**src/rtl/mxv_pkg.sv**
```systemverilog
// Shared constants, command/state encodings and frame helpers for the MxV command path.
// Optional checksum byte support is selected by MXV_CHECKSUM_EN.
package mxv_pkg;

  localparam int unsigned DW    = 8;
  localparam int unsigned MAX_N = 8;
  localparam int unsigned NW    = 4;

  localparam logic [DW-1:0] HDR  = 8'hFE;
  localparam logic [DW-1:0] TAIL = 8'hEF;

  typedef enum logic [2:0] {
    CMD_SET_N   = 3'd1,
    CMD_RESEND  = 3'd2,
    CMD_LOAD_M  = 3'd3,
    CMD_LOAD_V  = 3'd4,
    CMD_COMPUTE = 3'd5
  } cmd_e;

  typedef enum logic [2:0] {
    ST_IDLE,
    ST_LEN,
    ST_CMD,
    ST_PAYLOAD,
    ST_TAIL,
    ST_EXEC,
    ST_WAIT_DONE
`ifdef MXV_CHECKSUM_EN
    ,
    ST_CHK
`endif
  } seq_state_e;

  // Frame length legality for a command byte, given the current dimension.
  function automatic logic len_ok(input logic [DW-1:0] cmd, input logic [DW-1:0] len,
                                  input logic [NW-1:0] n);
    logic [DW-1:0] pl;
    logic [DW-1:0] nn;
    pl = len - DW'(1);
    nn = DW'(n) * DW'(n);
    len_ok = 1'b0;
    if (cmd[DW-1:3] == '0) begin
      case (cmd[2:0])
        3'(CMD_SET_N):                 len_ok = (len == DW'(2));
        3'(CMD_RESEND), 3'(CMD_COMPUTE): len_ok = 1'b1;
        3'(CMD_LOAD_M):                len_ok = (n != '0) && (pl == nn);
        3'(CMD_LOAD_V):                len_ok = (n != '0) && (pl == DW'(n));
        default:                       len_ok = 1'b0;
      endcase
    end
  endfunction

  // Legal SET_N payload: 1..MAX_N.
  function automatic logic setn_ok(input logic [DW-1:0] v);
    setn_ok = (v != '0) && (v <= DW'(MAX_N));
  endfunction

endpackage

```
**src/rtl/mxv_cmd_sequencer_if.sv**
```systemverilog
// Byte/command bus between the UART receive side, the sequencer and the MxV datapath.
interface mxv_cmd_sequencer_if;
  import mxv_pkg::*;

  logic [DW-1:0] rx_data;
  logic          rx_valid;
  logic          mxv_done;
  logic [2:0]    cmd_code;
  logic          cmd_valid;
  logic [NW-1:0] n_size;
  logic [DW-1:0] load_data;
  logic          load_valid;
  logic          load_sel;
  logic          start;
  logic          busy;
  logic          frame_err;

  modport master (
    input  rx_data, rx_valid, mxv_done,
    output cmd_code, cmd_valid, n_size, load_data, load_valid, load_sel,
           start, busy, frame_err
  );

  modport slave (
    output rx_data, rx_valid, mxv_done,
    input  cmd_code, cmd_valid, n_size, load_data, load_valid, load_sel,
           start, busy, frame_err
  );
endinterface

```
**src/rtl/mxv_rx_timeout.sv**
```systemverilog
// Inter-byte watchdog: flags expired after TIMEOUT_CYC enabled cycles without a clear.
module mxv_rx_timeout #(
  parameter int unsigned TIMEOUT_CYC = 4096
) (
  input  logic clk,
  input  logic rst,
  input  logic clr,
  input  logic en,
  output logic expired
);
  localparam int unsigned CW = $clog2(TIMEOUT_CYC + 1);
  localparam logic [CW-1:0] LAST = CW'(TIMEOUT_CYC - 1);

  logic [CW-1:0] cnt;

  // Count idle enabled cycles; hold at the limit once expired.
  always_ff @(posedge clk or negedge rst) begin
    if (!rst) begin
      cnt     <= '0;
      expired <= 1'b0;
    end else if (clr) begin
      cnt     <= '0;
      expired <= 1'b0;
    end else if (en) begin
      if (cnt == LAST) expired <= 1'b1;
      else             cnt     <= cnt + CW'(1);
    end
  end
endmodule

```
**src/rtl/mxv_cmd_sequencer.sv**
```systemverilog
// Frame parser / controller between UART Rx and the MxV datapath.
// Frame: FE LEN CMD payload[LEN-1] [CHK when MXV_CHECKSUM_EN] EF.
module mxv_cmd_sequencer
  import mxv_pkg::*;
#(
  parameter int unsigned TIMEOUT_CYC = 4096
) (
  input  logic clk,
  input  logic rst,
  mxv_cmd_sequencer_if.master bus
);

`ifdef MXV_CHECKSUM_EN
  localparam seq_state_e ST_AFTER_PL = ST_CHK;
`else
  localparam seq_state_e ST_AFTER_PL = ST_TAIL;
`endif

  seq_state_e state, next_state;
  logic       abort_c;
  logic       expired, tmr_en, tmr_clr;

  logic [DW-1:0] len_q, len_d, rem_q, rem_d, setn_q, setn_d;
  logic [2:0]    cmd_q, cmd_d;
`ifdef MXV_CHECKSUM_EN
  logic [DW-1:0] chk_q, chk_d;
`endif

  logic [2:0]    cmd_code_q, cmd_code_d;
  logic          cmd_valid_q, cmd_valid_d;
  logic [NW-1:0] n_size_q, n_size_d;
  logic [DW-1:0] load_data_q, load_data_d;
  logic          load_valid_q, load_valid_d;
  logic          load_sel_q, load_sel_d;
  logic          start_q, start_d;
  logic          busy_q, busy_d;
  logic          frame_err_q, frame_err_d;

  // Watchdog runs only while a frame is partially received.
  assign tmr_en  = (state == ST_LEN) || (state == ST_CMD) || (state == ST_PAYLOAD) ||
`ifdef MXV_CHECKSUM_EN
                   (state == ST_CHK) ||
`endif
                   (state == ST_TAIL);
  assign tmr_clr = bus.rx_valid || !tmr_en;

  mxv_rx_timeout #(.TIMEOUT_CYC(TIMEOUT_CYC)) u_timeout (
    .clk     (clk),
    .rst     (rst),
    .clr     (tmr_clr),
    .en      (tmr_en),
    .expired (expired)
  );

  // State register.
  always_ff @(posedge clk or negedge rst) begin
    if (!rst) state <= ST_IDLE;
    else      state <= next_state;
  end

  // Next-state logic; abort_c marks a rejected frame.
  always_comb begin
    next_state = state;
    abort_c    = 1'b0;
    case (state)
      ST_IDLE: if (bus.rx_valid && bus.rx_data == HDR) next_state = ST_LEN;
      ST_LEN: begin
        if (expired) abort_c = 1'b1;
        else if (bus.rx_valid) begin
          if (bus.rx_data == '0) abort_c = 1'b1;
          else                   next_state = ST_CMD;
        end
      end
      ST_CMD: begin
        if (expired) abort_c = 1'b1;
        else if (bus.rx_valid) begin
          if (!len_ok(bus.rx_data, len_q, n_size_q)) abort_c = 1'b1;
          else if (len_q == DW'(1))                   next_state = ST_AFTER_PL;
          else                                        next_state = ST_PAYLOAD;
        end
      end
      ST_PAYLOAD: begin
        if (expired) abort_c = 1'b1;
        else if (bus.rx_valid && rem_q == DW'(1)) next_state = ST_AFTER_PL;
      end
`ifdef MXV_CHECKSUM_EN
      ST_CHK: begin
        if (expired) abort_c = 1'b1;
        else if (bus.rx_valid) begin
          if (bus.rx_data == chk_q) next_state = ST_TAIL;
          else                      abort_c = 1'b1;
        end
      end
`endif
      ST_TAIL: begin
        if (expired) abort_c = 1'b1;
        else if (bus.rx_valid) begin
          if (bus.rx_data == TAIL && (cmd_q != CMD_SET_N || setn_ok(setn_q)))
            next_state = ST_EXEC;
          else
            abort_c = 1'b1;
        end
      end
      ST_EXEC:      next_state = (cmd_q == CMD_COMPUTE) ? ST_WAIT_DONE : ST_IDLE;
      ST_WAIT_DONE: if (bus.mxv_done) next_state = ST_IDLE;
      default:      next_state = ST_IDLE;
    endcase
    if (abort_c) next_state = ST_IDLE;
  end

  // Next values for datapath and output registers.
  always_comb begin
    len_d        = len_q;
    rem_d        = rem_q;
    setn_d       = setn_q;
    cmd_d        = cmd_q;
`ifdef MXV_CHECKSUM_EN
    chk_d        = chk_q;
`endif
    cmd_code_d   = cmd_code_q;
    cmd_valid_d  = 1'b0;
    n_size_d     = n_size_q;
    load_data_d  = load_data_q;
    load_valid_d = 1'b0;
    load_sel_d   = load_sel_q;
    start_d      = 1'b0;
    busy_d       = busy_q;
    frame_err_d  = abort_c;
    case (state)
      ST_LEN: if (bus.rx_valid) begin
        len_d = bus.rx_data;
`ifdef MXV_CHECKSUM_EN
        chk_d = bus.rx_data;
`endif
      end
      ST_CMD: if (bus.rx_valid) begin
        cmd_d = bus.rx_data[2:0];
        rem_d = len_q - DW'(1);
`ifdef MXV_CHECKSUM_EN
        chk_d = chk_q ^ bus.rx_data;
`endif
      end
      ST_PAYLOAD: if (bus.rx_valid && !expired) begin
        rem_d = rem_q - DW'(1);
`ifdef MXV_CHECKSUM_EN
        chk_d = chk_q ^ bus.rx_data;
`endif
        if (cmd_q == CMD_LOAD_M || cmd_q == CMD_LOAD_V) begin
          load_data_d  = bus.rx_data;
          load_valid_d = 1'b1;
          load_sel_d   = (cmd_q == CMD_LOAD_V);
        end
        if (cmd_q == CMD_SET_N) setn_d = bus.rx_data;
      end
      ST_WAIT_DONE: if (bus.mxv_done) busy_d = 1'b0;
      default: ;
    endcase
    if (next_state == ST_EXEC) begin
      cmd_valid_d = 1'b1;
      cmd_code_d  = cmd_q;
      if (cmd_q == CMD_SET_N) n_size_d = NW'(setn_q);
      if (cmd_q == CMD_COMPUTE) begin
        start_d = 1'b1;
        busy_d  = 1'b1;
      end
    end
  end

  // Datapath and output registers.
  always_ff @(posedge clk or negedge rst) begin
    if (!rst) begin
      len_q        <= '0;
      rem_q        <= '0;
      setn_q       <= '0;
      cmd_q        <= '0;
`ifdef MXV_CHECKSUM_EN
      chk_q        <= '0;
`endif
      cmd_code_q   <= '0;
      cmd_valid_q  <= 1'b0;
      n_size_q     <= '0;
      load_data_q  <= '0;
      load_valid_q <= 1'b0;
      load_sel_q   <= 1'b0;
      start_q      <= 1'b0;
      busy_q       <= 1'b0;
      frame_err_q  <= 1'b0;
    end else begin
      len_q        <= len_d;
      rem_q        <= rem_d;
      setn_q       <= setn_d;
      cmd_q        <= cmd_d;
`ifdef MXV_CHECKSUM_EN
      chk_q        <= chk_d;
`endif
      cmd_code_q   <= cmd_code_d;
      cmd_valid_q  <= cmd_valid_d;
      n_size_q     <= n_size_d;
      load_data_q  <= load_data_d;
      load_valid_q <= load_valid_d;
      load_sel_q   <= load_sel_d;
      start_q      <= start_d;
      busy_q       <= busy_d;
      frame_err_q  <= frame_err_d;
    end
  end

  assign bus.cmd_code   = cmd_code_q;
  assign bus.cmd_valid  = cmd_valid_q;
  assign bus.n_size     = n_size_q;
  assign bus.load_data  = load_data_q;
  assign bus.load_valid = load_valid_q;
  assign bus.load_sel   = load_sel_q;
  assign bus.start      = start_q;
  assign bus.busy       = busy_q;
  assign bus.frame_err  = frame_err_q;

endmodule

```
**src/flat_wrapper.sv**
```systemverilog
// flat-port wrapper written by rule: the top's interface ports become plain ports
module mxv_cmd_sequencer_flat import mxv_pkg::*;
#(
  parameter int unsigned TIMEOUT_CYC = 4096
)
  (clk, rst, bus_rx_data, bus_rx_valid, bus_mxv_done, bus_cmd_code, bus_cmd_valid, bus_n_size, bus_load_data, bus_load_valid, bus_load_sel, bus_start, bus_busy, bus_frame_err);
  mxv_cmd_sequencer_if bus_i ();
  input  logic clk;
  input  logic rst;
  input wire logic [$bits(bus_i.rx_data)-1:0] bus_rx_data;
  input wire logic [$bits(bus_i.rx_valid)-1:0] bus_rx_valid;
  input wire logic [$bits(bus_i.mxv_done)-1:0] bus_mxv_done;
  output wire logic [$bits(bus_i.cmd_code)-1:0] bus_cmd_code;
  output wire logic [$bits(bus_i.cmd_valid)-1:0] bus_cmd_valid;
  output wire logic [$bits(bus_i.n_size)-1:0] bus_n_size;
  output wire logic [$bits(bus_i.load_data)-1:0] bus_load_data;
  output wire logic [$bits(bus_i.load_valid)-1:0] bus_load_valid;
  output wire logic [$bits(bus_i.load_sel)-1:0] bus_load_sel;
  output wire logic [$bits(bus_i.start)-1:0] bus_start;
  output wire logic [$bits(bus_i.busy)-1:0] bus_busy;
  output wire logic [$bits(bus_i.frame_err)-1:0] bus_frame_err;
  assign bus_i.rx_data = bus_rx_data;
  assign bus_i.rx_valid = bus_rx_valid;
  assign bus_i.mxv_done = bus_mxv_done;
  assign bus_cmd_code = bus_i.cmd_code;
  assign bus_cmd_valid = bus_i.cmd_valid;
  assign bus_n_size = bus_i.n_size;
  assign bus_load_data = bus_i.load_data;
  assign bus_load_valid = bus_i.load_valid;
  assign bus_load_sel = bus_i.load_sel;
  assign bus_start = bus_i.start;
  assign bus_busy = bus_i.busy;
  assign bus_frame_err = bus_i.frame_err;
  mxv_cmd_sequencer #(.TIMEOUT_CYC(TIMEOUT_CYC)) u_core (.clk(clk), .rst(rst), .bus(bus_i));
endmodule
```
**config.mk**
```make
export PLATFORM = sky130hd
export DESIGN_NAME = mxv_cmd_sequencer_flat
export DESIGN_NICKNAME = d
export VERILOG_FILES = /design/src/rtl/mxv_pkg.sv /design/src/rtl/mxv_cmd_sequencer_if.sv /design/src/rtl/mxv_rx_timeout.sv /design/src/rtl/mxv_cmd_sequencer.sv /design/src/flat_wrapper.sv
export SDC_FILE = /design/constraint.sdc
export NUM_CORES = 1
export LEC_CHECK = 0
export BUFFER_PORTS_ARGS = -buffer_cell sky130_fd_sc_hd__buf_4
export CAP_MARGIN = 20
export CELL_PAD_IN_SITES_DETAIL_PLACEMENT = 0
export CELL_PAD_IN_SITES_GLOBAL_PLACEMENT = 1
export CORE_ASPECT_RATIO = 0.7
export CORE_MARGIN = 2
export CORE_UTILIZATION = 33
export CTS_BUF_LIST = sky130_fd_sc_hd__clkbuf_16
export CTS_CLUSTER_SIZE = 12
export DETAILED_ROUTE_END_ITERATION = 10
export MAX_ROUTING_LAYER = met4
export PLACE_DENSITY_LB_ADDON = 0.1
export SLEW_MARGIN = 20
export SYNTH_ARGS = -nofsm -noshare
export SYNTH_HDL_FRONTEND = slang
export SYNTH_SLANG_ARGS = --single-unit
```
**constraint.sdc**
```tcl
create_clock -name clk -period 2.16 [get_ports clk]
set_input_delay 0.324 -clock clk [delete_from_list [all_inputs] [get_ports clk]]
set_output_delay 0.324 -clock clk [all_outputs]
set_load 0.01 [all_outputs]
```
==> results.md <==
- Status: finished, violations left
- Failing checks: setup timing
- Leak: 2.378 nW
- Post-Place Setup Slack: -0.2331 ns
- Final setup vio count: 8
- Tcrit/Tclk final: 108.9%
- CP endpoint kind: flip-flop
- Top-area cell type share of the netlist area: 42.96%
- Area after DPL: 4682 µm²
- Yosys reg bits: 65
- Number of buffers added on ports: 32
- Initial core utilization: 34.14%
- Initial antenna violation count: 0
- Tot Pwr: 4.328 mW
- Clock-pin transition on the worst setup and hold timing paths: 0.06 ns
- Cell area after synthesis: 3786 µm²
- Post-Synthesis Net Count: 403
- DRT iter0 DRCs: 159
- Sequential-to-total area share from yosys stat: 42.96%
- Simple logic cell fraction of the synthesized area: 21.65%
- Crit path arrival time: 2.60 ns
- Die width: 132.0 µm
- RSZ-0062 raised after global routing: yes
- Cells after synthesis: 382
- TritonCTS clock tree: done
- Inserted Diodes: 0
- CTS Sinks: 65
- Crit-path max FO: 3
- Detailed-placement wirelength estimate: 7790 µm
- Per-cell routed wire length: 16.17 µm
- Final instance area: 5026 µm²
- Std-Cell Rows: 32
- Main combinational cell family by area after synthesis: simple AND/OR/NAND/NOR gates
- Synth area leaders: dfrtp_1, mux2_1, nand2_1, nor2_1, ha_1
- Slew Limit Fails: 0
- Largest area contributor in the netlist: dfrtp_1
- Clock latency at the later pin of the worst-skew pair: 0.33 ns
- Relative slew margins: 63.83%
- Maximum vdd drop: 426.0 µV
- Final setup margin: -0.1920 ns
- Fin. Hold Viols: 0
- Area delta synth->final: 32.75%
- Hold crit path type: in -> reg
- Largest net degree at the start of global routing: 40
- H-tree depth reported by CTS: 3
- I/O pins: 33
- R2r startpoint: u_core.len_q[6]
- Core Region: 11090 µm²
- Post-Place Cells: 620
- Grt total ovfl: 0
- Num CTS Buffers: 9
- Via count: 3103
- Die Ht: 93.62 µm
- Placer Congestion: 0.8673
- Final WL: 10320 µm
- Post-synth ARST share: 100.0%
- Crit path required time: 2.41 ns
- Synth Area in Compound Gates: 13.42%
- Worst setup SP type: flip-flop
- Cell Pwr Density: 861.1 nW/µm²
- Mux cell area share after synthesis: 9.815%
- Distinct cells, synth: 66
- # Max-Cap Violations: 0
- Residual DRC count: 0
- Actual slew at the worst max-slew pin: 0.5425 ns
- Vias in the first global route: 3063
- Share of layout cells above drive strength 1: 33.40%
- Non-Filler Instances: 638
- Synth cell count leaders: dfrtp_1, nand2_1, nor2_1
- Worst Reg2Reg Path Length in Cells: 8
- Total GRT Usage: 18.11%
- EDFF count, synth: 0
- Reg-to-reg endpoint: u_core.state[2]
- Utilization after layout: 45.32%
- CP endpoint: u_core.state[2]
- Count leader, synth: dfrtp_1
- DRT Pass-1 Iters: 4
- Synth Area in Adders: 2.974%
- Fmax: 425.2 MHz
- Synth Warn #: 0
- Clk_skew: 0.007417 ns
- Synth Area per Inst: 9.911 µm²
- DIE AREA: 12360 µm²
- Vias per cell: 4.864
- Worst Setup SP: u_core.len_q[6]
- First-pass GRT wire length: 16620 µm
- Internal reg-to-reg setup slack: -0.19 ns
- Layout Nets: 501
- Clock buffer depth: 2
- Crit path kind: reg -> reg
- Root buf cell: clkbuf_16
- Ys flop type: dfrtp_1
- XOR/XNOR share of the synthesized area: 5.023%
- Tmin final: 2.352 ns
- Post-route ant nets: 0
-- report_power, final --
| part | internal, mW | switching, mW |
|---|---|---|
| clock | 0.763 | 0.539 |
| sequential | 1.41 | 0.159 |
| combinational | 0.692 | 0.761 |
-- cell type report --
| class | count | area [µm²] |
|---|---|---|
| clock buffer | 9 | 225.2 |
| clock inverter | 7 | 38.79 |
| fill | 1086 | 6065 |
| inverter | 13 | 48.80 |
| multi-input combinational | 287 | 2097 |
| sequential | 65 | 1629 |
| tap | 153 | 191.4 |
| timing repair buffer | 104 | 795.8 |
-- cell families (layout without fill, tap and decap cells) --
| kind of cell | after synthesis | count (layout) |
|---|---|---|
| buf+inv | 30 | 133 |
| mux | 32 | 32 |
| xor+xnor | 20 | 20 |
| simple gates | 155 | 155 |
| compound gates | 71 | 71 |
| flops | 65 | 65 |
| fa+ha+maj | 9 | 9 |
-- state kept, by name, indices dropped and copies added, names as in the netlist, 3 cells and up --
| signal | cells |
|---|---|
| u_core.u_timeout.cnt | 13 |
| u_core.bus.load_data | 8 |
| u_core.len_q | 8 |
| u_core.rem_q | 8 |
| u_core.setn_q | 8 |
| u_core.bus.n_size | 4 |
| u_core.bus.cmd_code | 3 |
| u_core.cmd_q | 3 |
| u_core.state | 3 |
-- placed cells by master, fill, tap and decap left out, types with 12 or more instances in the layout --
master and n:
inv_1 13, xnor2_1 12, o21ai_0 16, nand2_1 42, buf_4 102, a21oi_1 13, nor2_1 33, dfrtp_1 63
mux2_1 16
-- layer usage --
metal  vias up  global-route usage [%]  wire [µm]
met5         -                       -          0
met4         0                   4.982         50
met3         2                   4.228        480
met2        58                   23.65       3959
met1      1472                   27.37       5825
li1       1571                       -          -
-- timing repair --
action                                  CTS  global route
pin swaps                                 9             5
hold buffers                              1             0
endpoints found under the setup margin    8            10
buffers inserted                          0             1
hold endpoints to repair                 12             0
resized for setup                         4            10
-- stage by stage --
step                hold slack [ns]  TNS (ns)
floorplan                   0.02841   -0.6928
detailed placement           0.3465    -1.800
CTS                          0.3240    -1.197
global placement             0.3516    -1.443
finish                       0.3341   -0.7951
global route                 0.3346    -1.463
-- how the worst min path moves through the flow --
| stage | startpoint | endpoint | slack (ns) | cells after the start |
|---|---|---|---|---|
| after global placement | rst | u_core.rem_q[0] | 0.35 | 1 |
| final | bus_rx_data[7] | u_core.bus.load_data[7] | 0.33 | 3 |
| after floorplan | rst | u_core.bus.busy | 0.03 | 0 |
| after detailed placement | rst | u_core.rem_q[3] | 0.35 | 1 |
| after global routing | bus_rx_data[7] | u_core.bus.load_data[7] | 0.33 | 3 |
| after CTS | bus_rx_data[7] | u_core.bus.load_data[7] | 0.32 | 3 |
-- critical path: stages (launching register included) --
cell and delay (ns):
dfrtp_1 0.37, or4_4 0.53, or3_4 0.34, a21o_1 0.16
a211o_1 0.26, nand4b_4 0.19, a21boi_2 0.18, a21oi_2 0.09
a31oi_1 0.15
No activity file was read; power rests on OpenSTA's default activity.
